### src/rtl/mult_arbiter_pkg.sv
// mult_arbiter_pkg: state encoding and parameter defaults shared by the multiply arbiter files
package mult_arbiter_pkg;
   localparam logic [1:0] IDLE = 2'd0;
   localparam logic [1:0] RUN  = 2'd1;
   localparam logic [1:0] DONE = 2'd2;
   localparam int WD_LIMIT_DEF = 15;
   localparam int TAG_W_DEF    = 5;
endpackage

### src/rtl/mult_arbiter_if.sv
// mult_arbiter_if: requester, response and multiplier-side signals of the multiply arbiter
interface mult_arbiter_if
   import mult_arbiter_pkg::*;
#(
   parameter int TAG_W = TAG_W_DEF
) ();
   logic             req0_valid, req1_valid, req0_ready, req1_ready;
   logic [31:0]      req0_a, req1_a;
   logic [15:0]      req0_b, req1_b;
   logic [TAG_W-1:0] req0_tag, req1_tag;
   logic             flush, busy;
   logic             resp_valid, resp_id, resp_exception;
   logic [TAG_W-1:0] resp_tag;
   logic [31:0]      resp_result;
   logic             mult_ctrl, mult_exception, mult_inputRDY, mult_resultRDY;
   logic [31:0]      mult_a, mult_result;
   logic [15:0]      mult_b;
   modport slave (
      input  req0_valid, req1_valid, req0_a, req1_a, req0_b, req1_b, req0_tag, req1_tag, flush,
      input  mult_result, mult_exception, mult_inputRDY, mult_resultRDY,
      output req0_ready, req1_ready, busy, resp_valid, resp_id, resp_tag, resp_result, resp_exception,
      output mult_ctrl, mult_a, mult_b
   );
   modport master (
      output req0_valid, req1_valid, req0_a, req1_a, req0_b, req1_b, req0_tag, req1_tag, flush,
      output mult_result, mult_exception, mult_inputRDY, mult_resultRDY,
      input  req0_ready, req1_ready, busy, resp_valid, resp_id, resp_tag, resp_result, resp_exception,
      input  mult_ctrl, mult_a, mult_b
   );
endinterface

### src/rtl/mult_arbiter_rr_arbiter2.sv
// rr_arbiter2: two-way round-robin grant; the pointer moves to the loser after each advance
module rr_arbiter2 (
   input  logic       clk_i,
   input  logic       rst_i,
   input  logic [1:0] req_i,
   input  logic       adv_i,
   output logic [1:0] gnt_o
);
   logic ptr_q, ptr_d;
   assign gnt_o[0] = req_i[0] && (!req_i[1] || !ptr_q);
   assign gnt_o[1] = req_i[1] && (!req_i[0] || ptr_q);
   assign ptr_d    = adv_i ? gnt_o[0] : ptr_q;
   always_ff @(posedge clk_i) ptr_q <= rst_i ? 1'b0 : ptr_d;
endmodule

### src/rtl/mult_arbiter.sv
// mult_arbiter: serialises two requesters onto one multiplier with round-robin grant,
// watchdog abort and a single-cycle response strobe.
module mult_arbiter
   import mult_arbiter_pkg::*;
#(
   parameter int WD_LIMIT = WD_LIMIT_DEF,
   parameter int TAG_W    = TAG_W_DEF
) (
   input logic           clock,
   input logic           reset,
   mult_arbiter_if.slave bus
);
   logic [1:0]       state_q, state_d, gnt;
   logic [31:0]      a_q, a_d, res_q, res_d;
   logic [15:0]      b_q, b_d;
   logic [TAG_W-1:0] tag_q, tag_d;
   logic [3:0]       wd_q, wd_d;
   logic             id_q, id_d, exc_q, exc_d;
   logic             accept, run, abort, finish, resp_v;
   assign run    = state_q == RUN;
   assign accept = state_q == IDLE && (bus.req0_valid || bus.req1_valid) && bus.mult_inputRDY
                   && !bus.flush && !reset;
   // an exception outranks a simultaneous resultRDY, so abort is tested first
   assign abort  = bus.mult_exception || wd_q == 4'(WD_LIMIT - 1);
   assign finish = run && (abort || bus.mult_resultRDY);
   rr_arbiter2 u_rr (
      .clk_i(clock),
      .rst_i(reset),
      .req_i({bus.req1_valid, bus.req0_valid}),
      .adv_i(accept),
      .gnt_o(gnt)
   );
   always_comb begin
      state_d = bus.flush ? IDLE : accept ? RUN : finish ? DONE : state_q == DONE ? IDLE : state_q;
      a_d     = accept ? (gnt[1] ? bus.req1_a : bus.req0_a) : a_q;
      b_d     = accept ? (gnt[1] ? bus.req1_b : bus.req0_b) : b_q;
      tag_d   = accept ? (gnt[1] ? bus.req1_tag : bus.req0_tag) : tag_q;
      id_d    = accept ? gnt[1] : id_q;
      wd_d    = accept ? 4'd0 : (run && wd_q != 4'hF) ? wd_q + 4'd1 : wd_q;
      res_d   = finish ? (abort ? 32'd0 : bus.mult_result) : res_q;
      exc_d   = finish ? abort : exc_q;
   end
   always_ff @(posedge clock) begin
      if (reset) begin
         state_q <= IDLE;
         a_q     <= '0;
         b_q     <= '0;
         tag_q   <= '0;
         id_q    <= 1'b0;
         wd_q    <= '0;
         res_q   <= '0;
         exc_q   <= 1'b0;
      end else begin
         state_q <= state_d;
         a_q     <= a_d;
         b_q     <= b_d;
         tag_q   <= tag_d;
         id_q    <= id_d;
         wd_q    <= wd_d;
         res_q   <= res_d;
         exc_q   <= exc_d;
      end
   end
   assign resp_v             = state_q == DONE && !bus.flush;
   assign bus.resp_valid     = resp_v;
   assign bus.resp_id        = resp_v && id_q;
   assign bus.resp_exception = resp_v && exc_q;
   assign bus.resp_tag       = resp_v ? tag_q : '0;
   assign bus.resp_result    = resp_v ? res_q : '0;
   assign bus.req0_ready     = accept && gnt[0];
   assign bus.req1_ready     = accept && gnt[1];
   assign bus.busy           = state_q != IDLE;
   assign bus.mult_ctrl      = run;
   assign bus.mult_a         = a_q;
   assign bus.mult_b         = b_q;
endmodule
### src/flat_wrapper.sv
// flat-port wrapper written by rule: the top's interface ports become plain ports
module mult_arbiter_flat import mult_arbiter_pkg::*;
#(
   parameter int WD_LIMIT = WD_LIMIT_DEF,
   parameter int TAG_W    = TAG_W_DEF
)
  (clock, reset, bus_req0_valid, bus_req1_valid, bus_req0_a, bus_req1_a, bus_req0_b, bus_req1_b, bus_req0_tag, bus_req1_tag, bus_flush, bus_mult_result, bus_mult_exception, bus_mult_inputRDY, bus_mult_resultRDY, bus_req0_ready, bus_req1_ready, bus_busy, bus_resp_valid, bus_resp_id, bus_resp_tag, bus_resp_result, bus_resp_exception, bus_mult_ctrl, bus_mult_a, bus_mult_b);
  mult_arbiter_if #(.TAG_W(TAG_W)) bus_i ();
  input logic clock;
  input logic reset;
  input wire logic [$bits(bus_i.req0_valid)-1:0] bus_req0_valid;
  input wire logic [$bits(bus_i.req1_valid)-1:0] bus_req1_valid;
  input wire logic [$bits(bus_i.req0_a)-1:0] bus_req0_a;
  input wire logic [$bits(bus_i.req1_a)-1:0] bus_req1_a;
  input wire logic [$bits(bus_i.req0_b)-1:0] bus_req0_b;
  input wire logic [$bits(bus_i.req1_b)-1:0] bus_req1_b;
  input wire logic [$bits(bus_i.req0_tag)-1:0] bus_req0_tag;
  input wire logic [$bits(bus_i.req1_tag)-1:0] bus_req1_tag;
  input wire logic [$bits(bus_i.flush)-1:0] bus_flush;
  input wire logic [$bits(bus_i.mult_result)-1:0] bus_mult_result;
  input wire logic [$bits(bus_i.mult_exception)-1:0] bus_mult_exception;
  input wire logic [$bits(bus_i.mult_inputRDY)-1:0] bus_mult_inputRDY;
  input wire logic [$bits(bus_i.mult_resultRDY)-1:0] bus_mult_resultRDY;
  output wire logic [$bits(bus_i.req0_ready)-1:0] bus_req0_ready;
  output wire logic [$bits(bus_i.req1_ready)-1:0] bus_req1_ready;
  output wire logic [$bits(bus_i.busy)-1:0] bus_busy;
  output wire logic [$bits(bus_i.resp_valid)-1:0] bus_resp_valid;
  output wire logic [$bits(bus_i.resp_id)-1:0] bus_resp_id;
  output wire logic [$bits(bus_i.resp_tag)-1:0] bus_resp_tag;
  output wire logic [$bits(bus_i.resp_result)-1:0] bus_resp_result;
  output wire logic [$bits(bus_i.resp_exception)-1:0] bus_resp_exception;
  output wire logic [$bits(bus_i.mult_ctrl)-1:0] bus_mult_ctrl;
  output wire logic [$bits(bus_i.mult_a)-1:0] bus_mult_a;
  output wire logic [$bits(bus_i.mult_b)-1:0] bus_mult_b;
  assign bus_i.req0_valid = bus_req0_valid;
  assign bus_i.req1_valid = bus_req1_valid;
  assign bus_i.req0_a = bus_req0_a;
  assign bus_i.req1_a = bus_req1_a;
  assign bus_i.req0_b = bus_req0_b;
  assign bus_i.req1_b = bus_req1_b;
  assign bus_i.req0_tag = bus_req0_tag;
  assign bus_i.req1_tag = bus_req1_tag;
  assign bus_i.flush = bus_flush;
  assign bus_i.mult_result = bus_mult_result;
  assign bus_i.mult_exception = bus_mult_exception;
  assign bus_i.mult_inputRDY = bus_mult_inputRDY;
  assign bus_i.mult_resultRDY = bus_mult_resultRDY;
  assign bus_req0_ready = bus_i.req0_ready;
  assign bus_req1_ready = bus_i.req1_ready;
  assign bus_busy = bus_i.busy;
  assign bus_resp_valid = bus_i.resp_valid;
  assign bus_resp_id = bus_i.resp_id;
  assign bus_resp_tag = bus_i.resp_tag;
  assign bus_resp_result = bus_i.resp_result;
  assign bus_resp_exception = bus_i.resp_exception;
  assign bus_mult_ctrl = bus_i.mult_ctrl;
  assign bus_mult_a = bus_i.mult_a;
  assign bus_mult_b = bus_i.mult_b;
  mult_arbiter #(.WD_LIMIT(WD_LIMIT), .TAG_W(TAG_W)) u_core (.clock(clock), .reset(reset), .bus(bus_i));
endmodule
### config.mk
export PLATFORM = sky130hd
export DESIGN_NAME = mult_arbiter_flat
export DESIGN_NICKNAME = d
export VERILOG_FILES = /design/src/rtl/mult_arbiter_pkg.sv /design/src/rtl/mult_arbiter_if.sv /design/src/rtl/mult_arbiter_rr_arbiter2.sv /design/src/rtl/mult_arbiter.sv /design/src/flat_wrapper.sv
export SDC_FILE = /design/constraint.sdc
export NUM_CORES = 1
export LEC_CHECK = 0
export CORE_UTILIZATION = 55
export CTS_CLUSTER_SIZE = 25
export DETAILED_ROUTE_END_ITERATION = 12
export DONT_BUFFER_PORTS = 1
export GPL_TIMING_DRIVEN = 0
export PLACE_DENSITY = 0.8
export SETUP_SLACK_MARGIN = 0.02
export SYNTH_ARGS = -nofsm -noshare
export SYNTH_HDL_FRONTEND = slang
export SYNTH_SLANG_ARGS = --single-unit
### constraint.sdc
create_clock -name clock -period 2.5 [get_ports clock]
set_input_delay 0.75 -clock clock [delete_from_list [all_inputs] [get_ports clock]]
set_output_delay 0.75 -clock clock [all_outputs]
set_load 0.01 [all_outputs]
==> flow_summary.ini, run 1 <==
[setup_path]
crit_slowest_cell = or4b_4
worstPathCellList = or4b_4 -> nor2_4 -> and4b_1
worstPathRequired_ns = 1.75
arrival_ns = 1.70
crit_start = bus_flush
cp-start-kind = input port
critPathMaxFanout = 5
critPathKind = input port to primary output
slowest_delay_ns = 0.55
cp-end-kind = primary output
reg2reg_from = u_core.wd_q[0]

[pwr]
peakVddDrop_uv = 332
p_leak_nw = 1.54
p_per_area_nw_per_um2 = 622

[cts]
holdBufCountCts = 0
numClockSinks = 94
clock_latency_ns = 0.36
cts_tree = built
clkTransAtPathRegs_ns = 0.08
clk_path_buf_depth = 2
cts_max_level = 3
clockRootBuffer = clkbuf_8
cts_buffers = 9

[layout]
final_cell_mix = dfxtp_1 (92), a21oi_1 (91), o21ai_0 (89), nand3_1 (89), a311oi_1 (55)
diodes = 0
nNetsFinal = 721
final_cells = 680
layout-drive-gt1-share_pct = 7.79
area_growth_pct = 8.85
final_common_cell = dfxtp_1
finish.utilization_pct = 62.7

[yosys]
synthSimpleGateAreaFrac_pct = 18.9
synth_top_family_by_area = compound AO/OA/AOI/OAI gates
ys_warn_count = 0
synth_fp_nets = 708
synthAdderAreaFrac_pct = 0.557
synth_xor_xnor_area_share_pct = 0
synth.distinct_cells = 33
synthTopCellsByArea = dfxtp_1 (42%), a311oi_1 (11%), a21oi_1 (10%), nand3_1 (9.9%), o21ai_0 (9.9%)
syn_area_sq_um = 4490
synth_top_area_share_pct = 41.9
synth_compound_area_share_pct = 31.8
syn_inst = 560
yosysTopAreaCell = dfxtp_1
synthMuxAreaShare_pct = 0
ys_ff_latch = 94
syn_area_per_cell_sq_um = 8.03
yosysSeqAreaShare_pct = 41.9

[die]
dieArea_sq_um = 8540
io_pins = 238
die_h_um = 92.4
initial_core_util_pct = 57.6
die_w_um = 92.4
num_rows = 32
core_area_sq_um = 7810

[run_status]
status = complete, no violations

[route]
drt-met1-wl_um = 5060
ant_nets = 0
wl_met2_um = 6640
met3_length_um = 1290
firstDrtPassIters = 5
wl_per_cell_um = 19.6
drt_iter0_drc = 190
via_per_inst = 6.64
wl_um = 13300
highest_layer = met4
vias = 4516
drc = 0

[global_route]
track_usage_pct = 30.0
grt_pass1_wl_um = 20600
grt_max_degree = 20
antenna_found_initial = 0
grt_pass1_vias = 4286
grt_overflow = 0

[timing]
slew_headroom_pct = 49.6
finalCritPeriodShare_pct = 97.9
final_hold_viol_count = 0
final.setup_skew_ns = 0.0160
min_period_ns = 2.45
rsz0062_at_grt = no
max_freq_mhz = 409
setup_viol = 0
tightest_slew_ns = 0.752
final_max_slew_viol_count = 0
whs_ns = 0.461

[worst_hold_path]
min_path_type = input port to flip-flop
min-delay-start = bus_flush

[place]
io_buffer_count = 0
place_inst = 662
dp_hpwl_um = 9850
gp_congestion = 0.820

[run]
cap_violations = 0
critical path: cells and delay by family:
family / cells / cell delay, ns
AND/OR/NAND/NOR: 3 / 0.94
Yosys cell counts (all sizes together):
library cell,count
dfxtp,94
a21oi,91
nand3,89
o21ai,89
a311oi,55
clkbuf,50
and2,39
buf,18
inv,4
nand2,3
nor2,3
nor3,3
ha,2
nand2b,2
nor2b,2
nor4b,2
or2,2
a211oi,1
a21o,1
a31oi,1
and3,1
and3b,1
and4b,1
nor3b,1
o211ai,1
o22a,1
o31ai,1
or3,1
or4b,1
repair_timing:
item / CTS / global route
setup buffers: 2 / 1
pin swaps: 3 / 2
endpoints found under the setup margin: 42 / 2
gates resized for setup: 11 / 1
hold endpoints to repair: 0 / 0
layer usage:
layer  up-vias  track usage [%]
met5         -                0
met4         0             12.4
met3        35             8.87
met2       260             53.9
met1      2110             32.8
li1       2111                -
cells by family (layout without fill, tap and decap cells):
family / Yosys count / count (layout)
compound gates: 241 / 241
fa+ha+maj: 2 / 2
flops: 94 / 94
buf+inv: 72 / 90
simple gates: 151 / 151
power breakdown:
part | total [mW] | internal, mW | switching (mW)
clock | 1.06 | 0.498 | 0.562
sequential | 1.63 | 1.56 | 0.0718
combinational | 0.353 | 0.122 | 0.231
total | 3.04 | 2.18 | 0.864
worst paths after layout:
path / slack, ns / cells after the start / end
max: 0.05 / 3 / bus_req0_ready
min: 0.46 / 1 / u_core.state_q[1]
max reg2reg: 0.44 / 6 / u_core.res_q[26]
min reg2reg: 0.47 / 2 / u_core.res_q[27]
sequential cells by signal, indices dropped and copies added, names as in the netlist:
signal	count
u_core.state_q	2
u_core.bus.mult_b	16
u_core.tag_q	5
u_core.u_rr.ptr_q	1
u_core.res_q	32
u_core.exc_q	1
u_core.wd_q	4
u_core.id_q	1
u_core.bus.mult_a	32
layout make-up:
type	instances	area, sq um
buffer	67	302
sequential	94	1890
clock inverter	6	68.8
fill	687	2920
clock buffer	10	138
timing repair buffer	3	22.5
inverter	4	15.0
multi-input combinational	394	2330
tap	102	128
per-stage QoR:
step	TNS (ns)	area, sq um	setup slack [ns]	total power, mW
after floorplan	0	4490	0.0255	1.91
after global placement	-2.53	4620	-0.326	2.00
after detailed placement	-3.99	4620	-0.322	2.01
after CTS	0	4880	0.0288	3.04
after global routing	0	4890	0.0387	3.15
final	0	4890	0.0525	3.04
(Power assumes the default switching activity.)
==> run 2: changes to the inputs <==
--- a/config.mk
+++ b/config.mk
@@ -10,6 +10,7 @@
 export DETAILED_ROUTE_END_ITERATION = 12
 export DONT_BUFFER_PORTS = 1
 export GPL_TIMING_DRIVEN = 0
+export MAX_ROUTING_LAYER = met4
 export PLACE_DENSITY = 0.8
 export SETUP_SLACK_MARGIN = 0.02
 export SYNTH_ARGS = -nofsm -noshare
==> run 2 against run 1 <==
Against the previous run:
- clock power hardly changed
- clock-buffer cell count stayed put
- design area stayed put
- utilization stayed put
- worst hold slack worse by 0.0014 ns
- global-route usage is 0.84 points higher
- non-clock buffer count stayed put
- final cell count stayed put
- setup slack better by 0.0068 ns
==> flow_summary.ini, run 2 (synthesis gave the netlist of run 1 again) <==
[die]
num_rows = 32
io_pins = 238
dieArea_sq_um = 8540
core_area_sq_um = 7810
die_h_um = 92.4
initial_core_util_pct = 57.6
die_w_um = 92.4

[layout]
fill_cells = 687
final_common_cell = dfxtp_1
nNetsFinal = 721
fin_area_sq_um = 4890
area_growth_pct = 8.85
diodes = 0
final_cell_mix = dfxtp_1 (92), a21oi_1 (91), o21ai_0 (89), nand3_1 (89), a311oi_1 (55)
layout-drive-gt1-share_pct = 7.79
finish.utilization_pct = 62.7

[route]
drt-met1-wl_um = 5150
via_per_inst = 6.66
drt_iter0_drc = 208
wl_um = 13400
ant_nets = 0
vias = 4527
firstDrtPassIters = 5
drc = 0
highest_layer = met4
wl_met2_um = 6720
wl_per_cell_um = 19.7
met3_length_um = 1180

[timing]
setup_viol = 0
fin_ws_ns = 0.0593
rsz0062_at_grt = no
finalCritPeriodShare_pct = 97.6
whs_ns = 0.460
max_freq_mhz = 410
tightest_slew_ns = 0.754
final.setup_skew_ns = 0.0165
final_max_slew_viol_count = 0
min_period_ns = 2.44
final_hold_viol_count = 0
slew_headroom_pct = 49.4

[global_route]
antenna_found_initial = 0
track_usage_pct = 30.9
grt_overflow = 0
grt_max_degree = 20
grt_pass1_vias = 4271
grt_pass1_wl_um = 20600

[place]
dpl-instance-area_sq_um = 4620
io_buffer_count = 0
gp_congestion = 0.832
dp_hpwl_um = 9850
dp_slack_ns = -0.322

[setup_path]
crit_slowest_cell = or4b_4
critPathKind = input port to primary output
cp-start-kind = input port
cp-end-kind = primary output
crit_buf_inv = 0
worstPathCellList = or4b_4 -> nor2_4 -> and4b_1
critPathMaxFanout = 5
worstPathRequired_ns = 1.75
arrival_ns = 1.69
slowest_delay_ns = 0.55
cp_top_family = simple AND/OR/NAND/NOR gates

[cts]
numClockSinks = 94
clockRootBuffer = clkbuf_8
cts_tree = built
cts_max_level = 3
clock_latency_ns = 0.36
clk_path_buf_depth = 2
clkTransAtPathRegs_ns = 0.08
cts_buffers = 9
holdBufCountCts = 0

[pwr]
clockPowerShare_pct = 34.8
intPower_mw = 2.18
combPwrFrac_pct = 11.6
power.sequential.fraction_pct = 53.6
p_leak_nw = 1.54
p_per_area_nw_per_um2 = 623
p_switching_mw = 0.867
p_total_mw = 3.05
peakVddDrop_uv = 333
sw_frac_of_total_pct = 28.5

[worst_hold_path]
min_path_type = input port to flip-flop

[run_status]
status = complete, no violations

[run]
cap_violations = 0
[run 2: layer usage]
metal / vias to the layer above / global-route usage (%)
li1: 2114 / -
met1: 2124 / 33.7
met2: 253 / 54.4
met3: 36 / 7.06
met4: 0 / 12.0
met5: - / -
[run 2: layout make-up]
cell class                 instances  area [sq um]  area share (%)
multi-input combinational        394          2330            47.7
timing repair buffer               3          22.5           0.460
tap                              102           128            2.61
buffer                            67           302            6.16
inverter                           4          15.0           0.307
sequential                        94          1890            38.6
clock buffer                      10           138            2.81
clock inverter                     6          68.8            1.41
[run 2: final timing paths]
| kind | cells after the start | slack [ns] | end | start |
|---|---|---|---|---|
| setup / recovery | 3 | 0.06 | bus_req0_ready | bus_flush |
| hold / removal | 1 | 0.46 | u_core.state_q[1] | bus_flush |
| hold reg to reg | 2 | 0.47 | u_core.res_q[27] | u_core.res_q[27] |
| setup reg to reg | 6 | 0.43 | u_core.res_q[26] | u_core.wd_q[0] |
[run 2: power by group through the flow]
stage / registers [mW] / logic [mW] / clock network [mW]
6_report: 1.63 / 0.354 / 1.06
5_1_grt: 1.64 / 0.394 / 1.11
4_1_cts: 1.63 / 0.350 / 1.06
3_5_place_dp: 1.67 / 0.344 / 0
3_3_place_gp: 1.66 / 0.331 / 0
2_1_floorplan: 1.65 / 0.266 / 0
[run 2: repair_timing]
item | in CTS | in global routing
setup buffers | 2 | 1
pin swaps | 3 | 2
endpoints found under the setup margin | 42 | 2
cloned | 0 | 0
gates resized for setup | 11 | 1
[run 2: per-stage QoR]
stage          TNS (ns)  std cells
6_report              0        680
5_1_grt               0        680
4_1_cts               0        679
3_5_place_dp      -3.99        662
3_3_place_gp      -2.53        662
2_1_floorplan         0        560
==> run 3: changes to the inputs <==
--- a/config.mk
+++ b/config.mk
@@ -11,7 +11,7 @@
 export DONT_BUFFER_PORTS = 1
 export GPL_TIMING_DRIVEN = 0
 export MAX_ROUTING_LAYER = met4
-export PLACE_DENSITY = 0.8
+export PLACE_DENSITY = 0.79
 export SETUP_SLACK_MARGIN = 0.02
 export SYNTH_ARGS = -nofsm -noshare
 export SYNTH_HDL_FRONTEND = slang
==> run 3 against run 2 <==
Against the previous run:
- clock skew shrank 0.0060 ns
- fmax rose by 0.16%
- first-iteration DRC count shrank 20%
- largest cell class unchanged
==> flow_summary.ini, run 3 (synthesis gave the netlist of run 1 again) <==
[layout]
final_cell_mix = dfxtp_1 (92), a21oi_1 (91), o21ai_0 (89), nand3_1 (89), a311oi_1 (55)
final_common_cell = dfxtp_1
layout-drive-gt1-share_pct = 8.12
nNetsFinal = 722
fill_cells = 718
diodes = 0
area_growth_pct = 9.35

[setup_path]
crit_end = bus_req0_ready
worstPathRequired_ns = 1.75
crit_start = u_core.state_q[0]
arrival_ns = 1.69
reg2reg_depth = 6
cp-end-kind = primary output
r2r_slack_ns = 0.34
worstPathCellList = or4b_4 -> nor2_4 -> and4b_1
cp-start-kind = flip-flop
critPathKind = flip-flop to primary output
slowest_delay_ns = 0.58
crit_slowest_cell = or4b_4
reg2reg_from = u_core.wd_q[0]
r2r_end = u_core.res_q[10]
critPathMaxFanout = 8

[run_status]
status = complete, no violations

[die]
dieArea_sq_um = 8540
die_w_um = 92.4
die_h_um = 92.4
core_area_sq_um = 7810
io_pins = 238
num_rows = 32
initial_core_util_pct = 57.6

[route]
wl_per_cell_um = 19.7
vias = 4475
wl_um = 13400
via_per_inst = 6.57
firstDrtPassIters = 5
drc = 0
drt_iter0_drc = 166
ant_nets = 0

[global_route]
grt_overflow = 0
grt_pass1_wl_um = 20600
grt_max_degree = 17
antenna_found_initial = 0
grt_pass1_vias = 4223
track_usage_pct = 31.2

[timing]
tightest_slew_ns = 0.807
setup_viol = 0
rsz0062_at_grt = no
tns_ns = 0
min_period_ns = 2.44
finalCritPeriodShare_pct = 97.5
final_hold_viol_count = 0
final_max_slew_viol_count = 0
final.setup_skew_ns = 0.0105
slew_headroom_pct = 45.8
max_freq_mhz = 410

[cts]
numClockSinks = 94
clock_latency_ns = 0.37
cts_tree = built
clkTransAtPathRegs_ns = 0.09
holdBufCountCts = 0
cts_max_level = 3
clockRootBuffer = clkbuf_8
clk_path_buf_depth = 2
cts_buffers = 9

[place]
gp_congestion = 0.859
io_buffer_count = 0
dp_hpwl_um = 10000

[pwr]
peakVddDrop_uv = 307
p_leak_nw = 1.55
p_total_mw = 3.11
p_per_area_nw_per_um2 = 633

[worst_hold_path]
min_path_type = input port to flip-flop

[run]
cap_violations = 0
==> run 3: cell type report <==
type                    instances  area [sq um]  area share, %
repair buffers                  5          37.5          0.764
inverters                       4          15.0          0.305
clock buffers                   9           124           2.52
well taps                     102           128           2.60
clock inverters                 7          97.6           1.99
flip-flops and latches         94          1890           38.4
multi-input cells             394          2330           47.5
plain buffers                  66           292           5.93
==> run 3: report_power, final <==
| group | switching (mW) | internal [mW] |
|---|---|---|
| Combinational | 0.233 | 0.123 |
| Clock | 0.555 | 0.567 |
| Sequential | 0.0731 | 1.56 |
==> run 3: repair_timing <==
action / CTS / global route
pin swaps: 3 / 2
setup endpoints to repair: 42 / 1
resized for setup: 13 / 1
setup buffers: 1 / 4
==> run 3: layer usage <==
layer | vias up | wire length, um | track usage [%]
li1 | 2115 | - | -
met4 | 0 | 293 | 9.77
met3 | 28 | 1100 | 8.54
met5 | - | 0 | -
met2 | 212 | 6830 | 54.7
met1 | 2120 | 5210 | 34.3
==> run 3: metrics by stage <==
stage	setup WS [ns]	area [sq um]	utilization, %	std cells	hold slack (ns)
global route	0.0217	4910	62.9	681	0.431
finish	0.0632	4910	62.9	681	0.452
global placement	-0.349	4620	59.2	662	0.451
floorplan	0.0255	4490	-	560	0.445
CTS	0.0223	4900	62.7	679	0.448
detailed placement	-0.302	4620	59.2	662	0.461
==> run 3: critical path: cells and delay by family, from the launching register on <==
kind | cells | cell delay, ns
flops | 1 | 0.38
simple gates | 3 | 0.94
==> run 3: worst min path at each step <==
stage | start | end | slack [ns] | cells past startpoint
6_report | bus_flush | u_core.state_q[1] | 0.45 | 1
5_1_grt | bus_flush | u_core.state_q[0] | 0.43 | 1
3_3_place_gp | u_core.res_q[15] | u_core.res_q[15] | 0.45 | 2
3_5_place_dp | u_core.res_q[5] | u_core.res_q[5] | 0.46 | 2
2_1_floorplan | u_core.res_q[0] | u_core.res_q[0] | 0.44 | 2
4_1_cts | bus_flush | u_core.state_q[0] | 0.45 | 1
